`src/rtl/muldiv_seq_div_pkg.sv`:
```
// Shared decode constants for the EX-stage sequential divider: ALU op codes,
// divider state encodings and the fixed start-to-valid latency.
package muldiv_seq_div_pkg;

    localparam logic [3:0] ALU_ADD = 4'd0;
    localparam logic [3:0] ALU_SUB = 4'd1;
    localparam logic [3:0] ALU_AND = 4'd2;
    localparam logic [3:0] ALU_OR  = 4'd3;
    localparam logic [3:0] ALU_XOR = 4'd4;
    localparam logic [3:0] ALU_SLL = 4'd5;
    localparam logic [3:0] ALU_SRL = 4'd6;
    localparam logic [3:0] ALU_SRA = 4'd7;
    localparam logic [3:0] ALU_MUL = 4'd8;
    localparam logic [3:0] ALU_DIV = 4'd9;
    localparam logic [3:0] ALU_MOD = 4'd10;

    typedef enum logic [1:0] {
        DIV_IDLE = 2'd0,
        DIV_CALC = 2'd1,
        DIV_FIX  = 2'd2,
        DIV_DONE = 2'd3
    } div_state_e;

    // Cycles from the cycle presenting an accepted start to the valid cycle.
    function automatic int div_latency(input int width);
        return width + 2;
    endfunction

endpackage

```
`src/rtl/muldiv_seq_div_step.sv`:
```
// One restoring-division iteration: shift in the next dividend bit and
// subtract the divisor if it fits.
module div_step #(
    parameter int WIDTH = 32
) (
    input  logic [WIDTH-1:0] i_rem,
    input  logic             i_bit,
    input  logic [WIDTH-1:0] i_divisor,
    output logic [WIDTH-1:0] o_rem,
    output logic             o_qbit
);

    logic [WIDTH:0] w_shifted;
    logic [WIDTH:0] w_trial;

    // The partial remainder stays below the divisor, so the MSB of the
    // WIDTH+1 bit trial difference is a clean borrow flag.
    assign w_shifted = {i_rem, i_bit};
    assign w_trial   = w_shifted - {1'b0, i_divisor};
    assign o_qbit    = ~w_trial[WIDTH];
    assign o_rem     = o_qbit ? w_trial[WIDTH-1:0] : w_shifted[WIDTH-1:0];

endmodule

```
`src/rtl/muldiv_seq_div.sv`:
```
// Multi-cycle signed divide/remainder unit beside the ALU; truncating
// semantics, one restoring step per cycle on operand magnitudes.
module muldiv_seq_div
    import muldiv_seq_div_pkg::*;
#(
    parameter int WIDTH = 32
) (
    input  logic             clk,
    input  logic             rst,
    input  logic             start,
    input  logic [3:0]       op,
    input  logic [WIDTH-1:0] a,
    input  logic [WIDTH-1:0] b,
    output logic             busy,
    output logic             valid,
    output logic [WIDTH-1:0] y,
    output logic             div_by_zero
);

    localparam int CW = $clog2(WIDTH);

    div_state_e       r_state;
    div_state_e       w_next;
    logic [WIDTH-1:0] r_rem;
    logic [WIDTH-1:0] r_dvd;
    logic [WIDTH-1:0] r_dvs;
    logic             r_qneg;
    logic             r_rneg;
    logic             r_mod;
    logic [CW-1:0]    r_cnt;

    logic             w_accept;
    logic             w_qbit;
    logic [WIDTH-1:0] w_rem;
    logic [WIDTH-1:0] w_abs_a;
    logic [WIDTH-1:0] w_abs_b;
    logic [WIDTH-1:0] w_quot;
    logic [WIDTH-1:0] w_remf;

    assign w_accept = (r_state == DIV_IDLE) && start && (op == ALU_DIV || op == ALU_MOD);
    assign w_abs_a  = a[WIDTH-1] ? -a : a;
    assign w_abs_b  = b[WIDTH-1] ? -b : b;
    assign w_quot   = r_qneg ? -r_dvd : r_dvd;
    assign w_remf   = r_rneg ? -r_rem : r_rem;
    assign busy     = (r_state == DIV_CALC) || (r_state == DIV_FIX);
    assign valid    = (r_state == DIV_DONE);

    div_step #(.WIDTH(WIDTH)) u_step (
        .i_rem     (r_rem),
        .i_bit     (r_dvd[WIDTH-1]),
        .i_divisor (r_dvs),
        .o_rem     (w_rem),
        .o_qbit    (w_qbit)
    );

    always_ff @(posedge clk or posedge rst) begin
        if (rst) r_state <= DIV_IDLE;
        else     r_state <= w_next;
    end

    always_comb begin
        w_next = r_state;
        case (r_state)
            DIV_IDLE: if (w_accept) w_next = (b == '0) ? DIV_DONE : DIV_CALC;
            DIV_CALC: if (r_cnt == '0) w_next = DIV_FIX;
            DIV_FIX:  w_next = DIV_DONE;
            DIV_DONE: w_next = DIV_IDLE;
            default:  w_next = DIV_IDLE;
        endcase
    end

    // The dividend register doubles as the quotient: each step shifts out a
    // dividend bit at the top and shifts the new quotient bit in at the bottom.
    always_ff @(posedge clk or posedge rst) begin
        if (rst) begin
            r_rem       <= '0;
            r_dvd       <= '0;
            r_dvs       <= '0;
            r_qneg      <= 1'b0;
            r_rneg      <= 1'b0;
            r_mod       <= 1'b0;
            r_cnt       <= '0;
            y           <= '0;
            div_by_zero <= 1'b0;
        end else begin
            case (r_state)
                DIV_IDLE: begin
                    if (w_accept) begin
                        r_mod <= (op == ALU_MOD);
                        if (b == '0) begin
                            y           <= (op == ALU_MOD) ? a : '1;
                            div_by_zero <= 1'b1;
                        end else begin
                            r_rem  <= '0;
                            r_dvd  <= w_abs_a;
                            r_dvs  <= w_abs_b;
                            r_qneg <= a[WIDTH-1] ^ b[WIDTH-1];
                            r_rneg <= a[WIDTH-1];
                            r_cnt  <= CW'(WIDTH - 1);
                        end
                    end
                end
                DIV_CALC: begin
                    r_rem <= w_rem;
                    r_dvd <= {r_dvd[WIDTH-2:0], w_qbit};
                    r_cnt <= r_cnt - CW'(1);
                end
                DIV_FIX: begin
                    y           <= r_mod ? w_remf : w_quot;
                    div_by_zero <= 1'b0;
                end
                default: ;
            endcase
        end
    end

endmodule

```
`config.mk`:
```
export PLATFORM = sky130hd
export DESIGN_NAME = muldiv_seq_div
export DESIGN_NICKNAME = d
export VERILOG_FILES = /design/src/rtl/muldiv_seq_div_pkg.sv /design/src/rtl/muldiv_seq_div_step.sv /design/src/rtl/muldiv_seq_div.sv
export SDC_FILE = /design/constraint.sdc
export NUM_CORES = 1
export LEC_CHECK = 0
export ABC_CLOCK_PERIOD_IN_PS = 4760
export CAP_MARGIN = 25
export CORE_MARGIN = 5
export CORE_UTILIZATION = 50
export DETAILED_ROUTE_END_ITERATION = 6
export HOLD_SLACK_MARGIN = 0.12
export PLACE_DENSITY_LB_ADDON = 0.2
export SYNTH_ARGS = -nofsm -noshare
export SYNTH_HDL_FRONTEND = slang
export SYNTH_SLANG_ARGS = --single-unit
```
`constraint.sdc`:
```
create_clock -name clk -period 4.76 [get_ports clk]
set_clock_uncertainty 0.1 [all_clocks]
set_input_delay 0.714 -clock clk [delete_from_list [all_inputs] [get_ports clk]]
set_output_delay 0.714 -clock clk [all_outputs]
set_load 0.01 [all_outputs]
```
==> results of run 1 <==
## layout by cell type, fill, tap and decap left out, drive strengths merged, types with 25 or more instances in the layout
cell type and instances:
o31ai 49, xnor2 89, nor2 79, xor2 58, nand2 202, mux2i 47
inv 54, o21ai 168, ha 43, buf 25, a21oi 78, dfrtp 139
clkdlybuf4s50 105
## routing by layer
layer	track usage	part of all wire	routed length, um	vias to the layer above
met1	0.3256	0.47	13080	4602
met3	0.02765	0.055	1509	31
met2	0.3638	0.46	12630	271
met4	0.05702	0.015	427	0
li1	-	-	-	4838
met5	0	0	0	-
## per-stage QoR
step,std cells,area (um^2),power (uW),utilization
2_1_floorplan,1319,10690,4533,-
3_3_place_gp,1653,12040,5557,0.5729
3_5_place_dp,1653,12040,5643,0.5729
4_1_cts,1685,12700,7152,0.6043
5_1_grt,1686,12730,7705,0.6056
6_report,1686,12730,7154,0.6056
## synthesized netlist by cell type (6+ instances only)
| cell | number | area share |
|---|---|---|
| nand2_1 | 202 | 0.071 |
| o21ai_0 | 165 | 0.077 |
| dfrtp_1 | 139 | 0.33 |
| xnor2_1 | 89 | 0.073 |
| nor2_1 | 79 | 0.028 |
| a21oi_1 | 78 | 0.037 |
| clkbuf_1 | 59 | 0.021 |
| xor2_1 | 57 | 0.047 |
| inv_1 | 52 | 0.018 |
| o31ai_1 | 49 | 0.034 |
| mux2i_1 | 47 | 0.044 |
| ha_1 | 43 | 0.050 |
| or3_1 | 20 | 0.012 |
| or4_1 | 17 | 0.012 |
| o22ai_1 | 16 | 0.0094 |
| nand2b_1 | 15 | 0.0088 |
| nor3_1 | 14 | 0.0066 |
| nor4_1 | 14 | 0.0082 |
| nand3_1 | 13 | 0.0061 |
| nor2b_1 | 12 | 0.0070 |
| o211ai_1 | 12 | 0.0084 |
| o41ai_1 | 12 | 0.0098 |
| a21o_1 | 10 | 0.0070 |
| buf_2 | 8 | 0.0037 |
| nand4_1 | 7 | 0.0041 |
| a31oi_1 | 6 | 0.0035 |
## worst max-delay path by stage
stage | from | end | depth (start not counted)
final | r_dvd[31] | r_rem[5] | 13
after global routing | r_dvd[31] | r_rem[5] | 13
after CTS | r_dvd[31] | r_rem[5] | 13
after detailed placement | b[7] | y[11] | 12
after global placement | b[7] | y[15] | 12
after floorplan | rst | div_by_zero | 1
## area by class of cell
class	instances	share of cell area
Clock buffer	18	0.03450
Clock inverter	14	0.01720
Inverter	53	0.01602
Multi-Input combinational cell	1057	0.5321
Sequential cell	139	0.2732
Tap cell	275	0.02703
Timing Repair Buffer	130	0.09986
## flip-flops by register name, summed over array words and instances (netlist names)
| name | cells |
|---|---|
| r_dvd | 32 |
| y | 32 |
| r_qneg | 1 |
| r_state | 2 |
| r_mod | 1 |
| r_rneg | 1 |
| r_cnt | 5 |
| div_by_zero | 1 |
| r_dvs | 32 |
| r_rem | 32 |
## cell families after synthesis
kind of cell / count (synthesis) / share of synthesized area
and+or+nand+nor: 424 / 0.1879
muxes: 52 / 0.04927
xor gates and xnor gates: 147 / 0.1211
adders and majority gates: 44 / 0.05219
buffers and inverters: 123 / 0.04412
AOI/OAI and AO/OA: 390 / 0.2200
DFF: 139 / 0.3253
## where the power goes
part | switching (uW) | total, uW | internal [uW]
clock | 540 | 1480 | 945
sequential | 404 | 2030 | 1630
combinational | 2010 | 3640 | 1620
## worst min-delay path, cell delays in order, from the launching register on
cell and delay (ns):
dfrtp_1 0.34, nand2_1 0.05, o21ai_0 0.06
==> impl_metrics.yaml, run 1 <==
run_status:
  status: "finished, final reports clean"
timing:
  finalWorstPathRequiredPeriod_ns: 4.292
  setup_slack_ns: 0.4676
  fin_crit_sh: 0.9018
  hold_violations: 0
  rsz0062_at_grt: "false"
  drv_slew: 0
  max-slew-margin-rel: 0.3335
  worstMarginPinSlew_ns: 0.9746
  fin_setup_tns_ns: 0
  setup_viol: 0
  max_freq_mhz: 233.0
  hold_ws_ns: 0.3744
cells_and_area:
  ff_latch_area_um2: 3478
  multi_input_area_um2: 6774
  num-fill-cells: 1894
  num_antenna_cells: 0
  drive_above_1_share: 0.06166
  num-nets-final: 1513
  area_delta_synth_final_pct: 19.06
yosys:
  synth_nets: 1434
  ys_types: 66
  synth_ff_type: "dfrtp_1"
  netlist_area_um2: 10690
  synthArstFlopShare: 1.000
  avgSynthCellArea_um2: 8.106
  seq_area_frac_synth: 0.3253
  synth_warnings: 0
  synth_edf_count: 0
  ys_ff_latch: 139
  postSynthCellCount: 1319
worst_setup_path:
  crit_top_cell: "o31ai_1"
  worstPathRequired_ns: 4.95
  path_cells: "inv_1 > ha_1 > fa_1 > nor2b_1 > o31ai_1 > a211o_1 > a211oi_1 > o31ai_1 > o21ai_1 > xor2_4 > buf_4 > mux2i_1 > o21ai_0"
  slowest_stage: "xor2_4"
  timing.critical_path.buf_inv: 2
  crit_family: "compound AO/OA/AOI/OAI gates"
  critPathMaxFanout: 18
  timing.rr.end: "r_rem[5]"
  crit_path_max_incr_delay_ns: 0.57
  cp-end-kind: "flop"
  cp_data_arrival_time_ns: 4.48
  critPathLaunchType: "flop"
  timing.rr.start: "r_dvd[31]"
  critPathKind: "flop to flop"
  reg2reg_slack_ns: 0.47
  r2r_cells: 13
global_route:
  grt_pass1_vias: 9040
  grt_use_total: 0.2260
  grt_pass1_wl_mm: 45.82
  antenna_found_initial: 0
  grt_max_degree: 93
  overflow: 0
detailed_routing:
  wl_mm: 27.64
  first_pass_iters: 6
  viasPerCell: 5.778
  wire_per_inst_um: 16.40
  dr.first_iter.drc_count: 663
  vias: 9742
  drc: 0
  ant_nets: 0
die:
  fp.dieW_um: 156.2
  dieArea_um2: 24410
  initial_utilization: 0.5086
  fp.coreArea_um2: 21020
  die_y_um: 156.2
  io_pins: 106
  row_count: 53
cts:
  root_buffer: "clkbuf_16"
  hold_buffers: 0
  numCtsBuffers: 17
  clkSinkCount: 139
  htreeDepth: 4
  cts.repair.resized: 0
  clk-insertion-delay-late_ns: 0.42
  cts_tree: "yes"
  clockBufferDepth: 2
  clkTransAtPathRegs_ns: 0.06
  cts_setup_buffers: 0
place:
  dp_hpwl_mm: 20.47
  post-place-ws_ns: 0.4341
  gp_congestion: 0.9133
  io_buffer_count: 105
hold_path:
  hp-start: "r_dvs[16]"
  min_path_type: "flop to flop"
  hold_end: "r_dvs[16]"
  holdPathStages: 2
pwr:
  vdd_drop_max_v: 0.0002265
  p_leak_uw: 0.005423
  powerDensity_nw_per_um2: 562.0
flow_run:
  maxCapViolCount: 0
No activity file was read; power rests on OpenSTA's default activity.
==> run 2: changes to the inputs <==
--- a/config.mk
+++ b/config.mk
@@ -12,6 +12,9 @@
 export DETAILED_ROUTE_END_ITERATION = 6
 export HOLD_SLACK_MARGIN = 0.12
 export PLACE_DENSITY_LB_ADDON = 0.2
+export SKIP_LAST_GASP = 1
 export SYNTH_ARGS = -nofsm -noshare
 export SYNTH_HDL_FRONTEND = slang
+export SYNTH_HIERARCHICAL = 1
 export SYNTH_SLANG_ARGS = --single-unit
+export TNS_END_PERCENT = 5
==> run 2 against run 1 <==
Power is 42% higher; critical path depth is 1 higher; largest power group unchanged; sequential cell count stayed put.
==> impl_metrics.yaml, run 2 <==
worst_setup_path:
  cp-end-kind: "flop"
  path_cells: "inv_1 > fa_1 > and2b_1 > o2111ai_2 > a21oi_2 > o2111ai_1 > a211oi_2 > nor2_4 > mux2i_4 > and2_4 > inv_8 > mux2_4 > nand3_1 > nand2_1"
  crit_family: "compound AO/OA/AOI/OAI gates"
  timing.critical_path.buf_inv: 2
  critPathLaunchType: "flop"
  timing.rr.start: "r_rem[0]"
  cp_data_arrival_time_ns: 4.06
  worstPathRequired_ns: 4.95
  critPathMaxFanout: 24
  critPathKind: "flop to flop"
  crit_path_max_incr_delay_ns: 0.49
  slowest_stage: "dfrtp_1"
  crit_cells: 14
  r2r_cells: 14
  startpoint: "r_rem[0]"
yosys:
  ys_ff_latch: 139
  seq_area_frac_synth: 0.3075
  yosys-mux-area-fraction: 0.06438
  ys_types: 90
  synth_ff_type: "dfrtp_1"
  netlist.top_cell.by_area: "dfrtp_1"
  synth_compound_area_frac: 0.2105
  synth-adder-area-share: 0.04823
  synth_most_common_cell: "nand2_1"
  synth_top_cells_by_count: "191 x nand2_1, 139 x dfrtp_1, 127 x o21ai_0, 73 x xnor2_1, 68 x xor2_1"
  synthArstFlopShare: 1.000
  postSynthCellCount: 1343
  synth_top_family_by_area: "compound AO/OA/AOI/OAI gates"
  synth_warnings: 6
  synth-simple-area-share: 0.2029
  synthXorXnorAreaFrac: 0.1092
  netlist_area_um2: 11310
  synth_edf_count: 0
  netlist.area_leader.share: 0.3075
  synth_nets: 1457
  avgSynthCellArea_um2: 8.422
  synthTopCellsByArea: "dfrtp_1 31%, nand2_1 6.3%, xnor2_1 5.7%"
pwr:
  p_leak_uw: 0.005628
  vdd_drop_max_v: 0.0003506
  powerDensity_nw_per_um2: 784.5
  total_power_uw: 10180
cells_and_area:
  num-fill-cells: 2058
  drive_above_1_share: 0.08003
  stdcell_area_um2: 12980
  num-nets-final: 1518
  final_core_util: 0.5787
  num_antenna_cells: 0
  ff_latch_area_um2: 3478
  layout_commonest_cell: "nand2_1"
  mostFrequentLayoutCells: "191 x nand2_1, 139 x dfrtp_1, 127 x o21ai_0"
  area_delta_synth_final_pct: 14.78
  multi_input_area_um2: 7202
detailed_routing:
  vias: 10220
  first_pass_iters: 5
  viasPerCell: 6.021
  wire_per_inst_um: 17.99
  wl_mm: 30.54
  dr.first_iter.drc_count: 740
  ant_nets: 0
  drc: 0
die:
  fp.dieW_um: 160.4
  io_pins: 106
  row_count: 55
  die_y_um: 160.4
  fp.coreArea_um2: 22430
  initial_utilization: 0.5042
  dieArea_um2: 25730
timing:
  drv_slew: 0
  hold_ws_ns: 0.3749
  setup_viol: 0
  max_freq_mhz: 258.8
  fin_crit_sh: 0.8117
  finalWorstPathRequiredPeriod_ns: 3.863
  worstMarginPinSlew_ns: 0.9497
  rsz0062_at_grt: "false"
  max-slew-margin-rel: 0.3669
  fin_setup_tns_ns: 0
  hold_violations: 0
cts:
  clkTransAtPathRegs_ns: 0.06
  cts.repair.resized: 0
  clkSinkCount: 139
  clk-insertion-delay-late_ns: 0.41
  cts_setup_buffers: 0
  root_buffer: "clkbuf_16"
  htreeDepth: 4
  numCtsBuffers: 17
  cts_tree: "yes"
  hold_buffers: 0
  clockBufferDepth: 2
place:
  dp_hpwl_mm: 22.86
  io_buffer_count: 105
  dpl_cell_area_um2: 12450
  gp_congestion: 0.9532
global_route:
  grt_pass1_wl_mm: 50.11
  overflow: 0
  grt_use_total: 0.2357
  grt_max_degree: 95
  antenna_found_initial: 0
  grt_pass1_vias: 9629
hold_path:
  holdPathStages: 2
  hp-start: "r_dvs[23]"
  min_path_type: "flop to flop"
run_status:
  status: "finished, final reports clean"
flow_run:
  maxCapViolCount: 0
run 2: changes by cell type in the layout (fill, tap and decap cells not counted), moves of 8 or more:
| cell | change |
|---|---|
| nand2_1 | -11 |
| a21oi_1 | -37 |
| o21ai_0 | -38 |
| nor2_1 | -14 |
| nand3_1 | +42 |
| o41ai_1 | +18 |
| nor3_1 | +8 |
| o22ai_1 | +10 |
| o211ai_1 | -10 |
| mux2_4 | +19 |
| mux2i_1 | -14 |
| xnor2_1 | -16 |
| buf_4 | -13 |
| xor2_1 | +11 |
run 2: report_power, final:
group	switching [uW]	internal (uW)	total, uW
logic	3610	3030	6640
registers	638	1700	2340
clock network	486	718	1200
total	4730	5450	10200
run 2: cell type report:
type | instances | area share
multi-input cells | 1073 | 0.5547
flip-flops and latches | 139 | 0.2679
clock buffers | 24 | 0.03865
inverters | 54 | 0.01658
repair buffers | 119 | 0.09348
well taps | 285 | 0.02747
clock inverters | 3 | 0.001157
run 2: per-layer routing:
metal  up-vias  wire length (um)  share of wire  GRT usage
li1       4993                 -              -          -
met1      4822             13960           0.46     0.3287
met2       347             14150           0.46     0.3824
met3        56              1782          0.058    0.03644
met4         0               643          0.021    0.06492
met5         -                 0              0          0
run 2: final timing paths:
check	slack [ns]	end
min	0.37	r_dvs[23]
min in group asynchronous	0.74	r_dvs[2]
max reg2reg	0.90	r_rem[18]
max in group asynchronous	2.96	r_dvs[21]
max	0.90	r_rem[18]
min reg2reg	0.37	r_dvs[23]
run 2: logic make-up after synthesis:
kind of cell / count (synthesis)
adder cells (fa/ha/maj): 43
AND/OR/NAND/NOR: 466
multiplexers: 61
XOR/XNOR: 141
AO/OA/AOI/OAI: 362
flip-flops: 139
buffers and inverters: 131
run 2: metrics by stage:
stage | instances | worst slack, ns
6_report | 1697 | 0.8965
3_3_place_gp | 1668 | 0.6871
4_1_cts | 1696 | 0.9327
5_1_grt | 1697 | 0.7301
2_1_floorplan | 1343 | 0.2215
3_5_place_dp | 1669 | 0.7023
run 2: worst register-to-register path: cells and delay by family, from the launching register on:
family          cells  cell delay (ns)
buf+inv             2             0.22
flops               1             0.49
mux                 2             0.68
compound gates      4             0.99
fa+ha+maj           1             0.45
simple gates        5             0.81
==> run 3: changes to the inputs <==
--- a/config.mk
+++ b/config.mk
@@ -5,7 +5,7 @@
 export SDC_FILE = /design/constraint.sdc
 export NUM_CORES = 1
 export LEC_CHECK = 0
-export ABC_CLOCK_PERIOD_IN_PS = 4760
+export ABC_CLOCK_PERIOD_IN_PS = 4000
 export CAP_MARGIN = 25
 export CORE_MARGIN = 5
 export CORE_UTILIZATION = 50
==> constraint.sdc (replaced) <==
create_clock -name clk -period 4 [get_ports clk]
set_clock_uncertainty 0.1 [all_clocks]
set_input_delay 0.6 -clock clk [delete_from_list [all_inputs] [get_ports clk]]
set_output_delay 0.6 -clock clk [all_outputs]
set_load 0.01 [all_outputs]
==> run 3 against run 2 <==
Setup slack worse by 0.62 ns; global-route usage grew 0.85 points; largest cell class unchanged; via count rose by 0.17%; sequential power up 16%; worst hold slack better by 0.0013 ns; critical path type unchanged; sequential cell count did not move; sequential share of layout area decreased by 0.44 points; routed wire length increased by 4.0%; combinational power grew 22%; fmax increased by 3.9%; non-clock buffer count grew 17.
==> impl_metrics.yaml, run 3 (synthesis gave the netlist of run 2 again) <==
timing:
  hold_violations: 0
  setup_slack_ns: 0.2815
  rsz0062_at_grt: "false"
  finalWorstPathRequiredPeriod_ns: 3.719
  setup_viol: 0
  fin_setup_tns_ns: 0
  fin_crit_sh: 0.9296
  worstMarginPinSlew_ns: 0.9681
  max_freq_mhz: 268.9
  max-slew-margin-rel: 0.3546
  hold_ws_ns: 0.3761
  drv_slew: 0
detailed_routing:
  viasPerCell: 5.954
  drc: 0
  wl_mm: 31.77
  ant_nets: 0
  vias: 10240
  first_pass_iters: 5
  dr.first_iter.drc_count: 732
  wire_per_inst_um: 18.48
place:
  io_buffer_count: 105
  dpl_cell_area_um2: 12570
  dp_hpwl_mm: 23.07
  gp_congestion: 0.9251
  post-place-ws_ns: 0.2643
hold_path:
  hold_end: "r_dvs[8]"
  holdPathStages: 2
  hp-start: "r_dvs[8]"
  min_path_type: "flop to flop"
die:
  initial_utilization: 0.5042
  die_y_um: 160.4
  row_count: 55
  fp.dieW_um: 160.4
  io_pins: 106
  dieArea_um2: 25730
  fp.coreArea_um2: 22430
cells_and_area:
  area_delta_synth_final_pct: 16.69
  drive_above_1_share: 0.09554
  stdcell_area_um2: 13200
  num_antenna_cells: 0
  layout_commonest_cell: "nand2_1"
  num-nets-final: 1535
  mostFrequentLayoutCells: "191 x nand2_1, 139 x dfrtp_1, 127 x o21ai_0"
worst_setup_path:
  worstPathRequired_ns: 4.21
  critPathLaunchType: "flop"
  reg2reg_slack_ns: 0.28
  critPathMaxFanout: 24
  crit_path_max_incr_delay_ns: 0.40
  cp_data_arrival_time_ns: 3.93
  timing.rr.start: "r_dvd[31]"
  critPathKind: "flop to flop"
  r2r_cells: 15
  path_cells: "inv_1 > ha_1 > fa_1 > and2b_1 > o2111ai_2 > a21oi_2 > o2111ai_1 > a211oi_2 > nor2_4 > mux2i_4 > and2_4 > inv_8 > mux2_4 > nand3_1 > nand2_1"
  timing.rr.end: "r_rem[23]"
  cp-end-kind: "flop"
  slowest_stage: "fa_1"
cts:
  htreeDepth: 4
  root_buffer: "clkbuf_16"
  clockBufferDepth: 2
  numCtsBuffers: 17
  clkTransAtPathRegs_ns: 0.06
  cts.repair.resized: 0
  hold_buffers: 0
  cts_setup_buffers: 0
  clkSinkCount: 139
  cts_tree: "yes"
  clk-insertion-delay-late_ns: 0.42
pwr:
  p_leak_uw: 0.005740
  powerDensity_nw_per_um2: 944.3
  total_power_uw: 12460
  vdd_drop_max_v: 0.0005141
global_route:
  antenna_found_initial: 0
  grt_use_total: 0.2442
  overflow: 0
  grt_max_degree: 140
  grt_pass1_wl_mm: 51.74
  grt_pass1_vias: 9779
run_status:
  status: "finished, final reports clean"
flow_run:
  maxCapViolCount: 0
-- run 3: changes by cell type in the layout (fill, tap and decap cells not counted), sizes merged --
| cell | change |
|---|---|
| bufinv | +3 |
| inv | -1 |
| buf | +17 |
| clkinv | +2 |
| clkbuf | -4 |
| clkinvlp | +5 |
-- run 3: worst max-delay path: cells and delay by family, from the launching register on --
family                     cells  cell delay, ns
and+or+nand+nor                5            0.79
buffers and inverters          2            0.17
DFF                            1            0.34
adders and majority gates      2            0.62
muxes                          2            0.67
AOI/OAI and AO/OA              4            0.90
-- run 3: power by group --
part | internal [uW] | leakage, uW | switching (uW)
sequential | 2020 | 0.00175 | 704
combinational | 3640 | 0.00370 | 4450
clock | 1020 | 0.000294 | 624
-- run 3: how the worst max path moves through the flow --
| stage | from | to | slack [ns] | cells after the start |
|---|---|---|---|---|
| finish | r_dvd[31] | r_rem[23] | 0.28 | 15 |
| global route | r_dvd[31] | r_rem[17] | 0.1 | 15 |
| CTS | r_dvd[31] | r_rem[23] | 0.29 | 15 |
| detailed placement | b[0] | r_dvd[31] | 0.26 | 10 |
| global placement | b[0] | r_dvd[31] | 0.29 | 10 |
| floorplan | r_dvd[31] | r_rem[13] | 0.52 | 17 |
-- run 3: final cells by class --
| cell class | instances | area [um^2] |
|---|---|---|
| inverter | 54 | 214.0 |
| multi-input combinational | 1073 | 7202 |
| timing repair buffer | 136 | 1336 |
| clock buffer | 20 | 466.7 |
| tap | 285 | 356.6 |
| sequential | 139 | 3478 |
| clock inverter | 12 | 145.1 |
| fill | 2043 | 9235 |
-- run 3: per-stage QoR --
step	cells	utilization
floorplan	1343	-
finish	1719	0.5883
CTS	1718	0.5877
global route	1719	0.5883
detailed placement	1686	0.5604
global placement	1685	0.5597
-- run 3: metal layers --
layer  GRT usage  share of wire  routed length [um]  up-vias
li1            -              -                   -     5025
met1      0.3382           0.45               14450     4814
met2      0.3995           0.46               14770      347
met3     0.03516          0.061                1929       49
met4     0.07079          0.020                 628        0
met5           0              0                   0        -
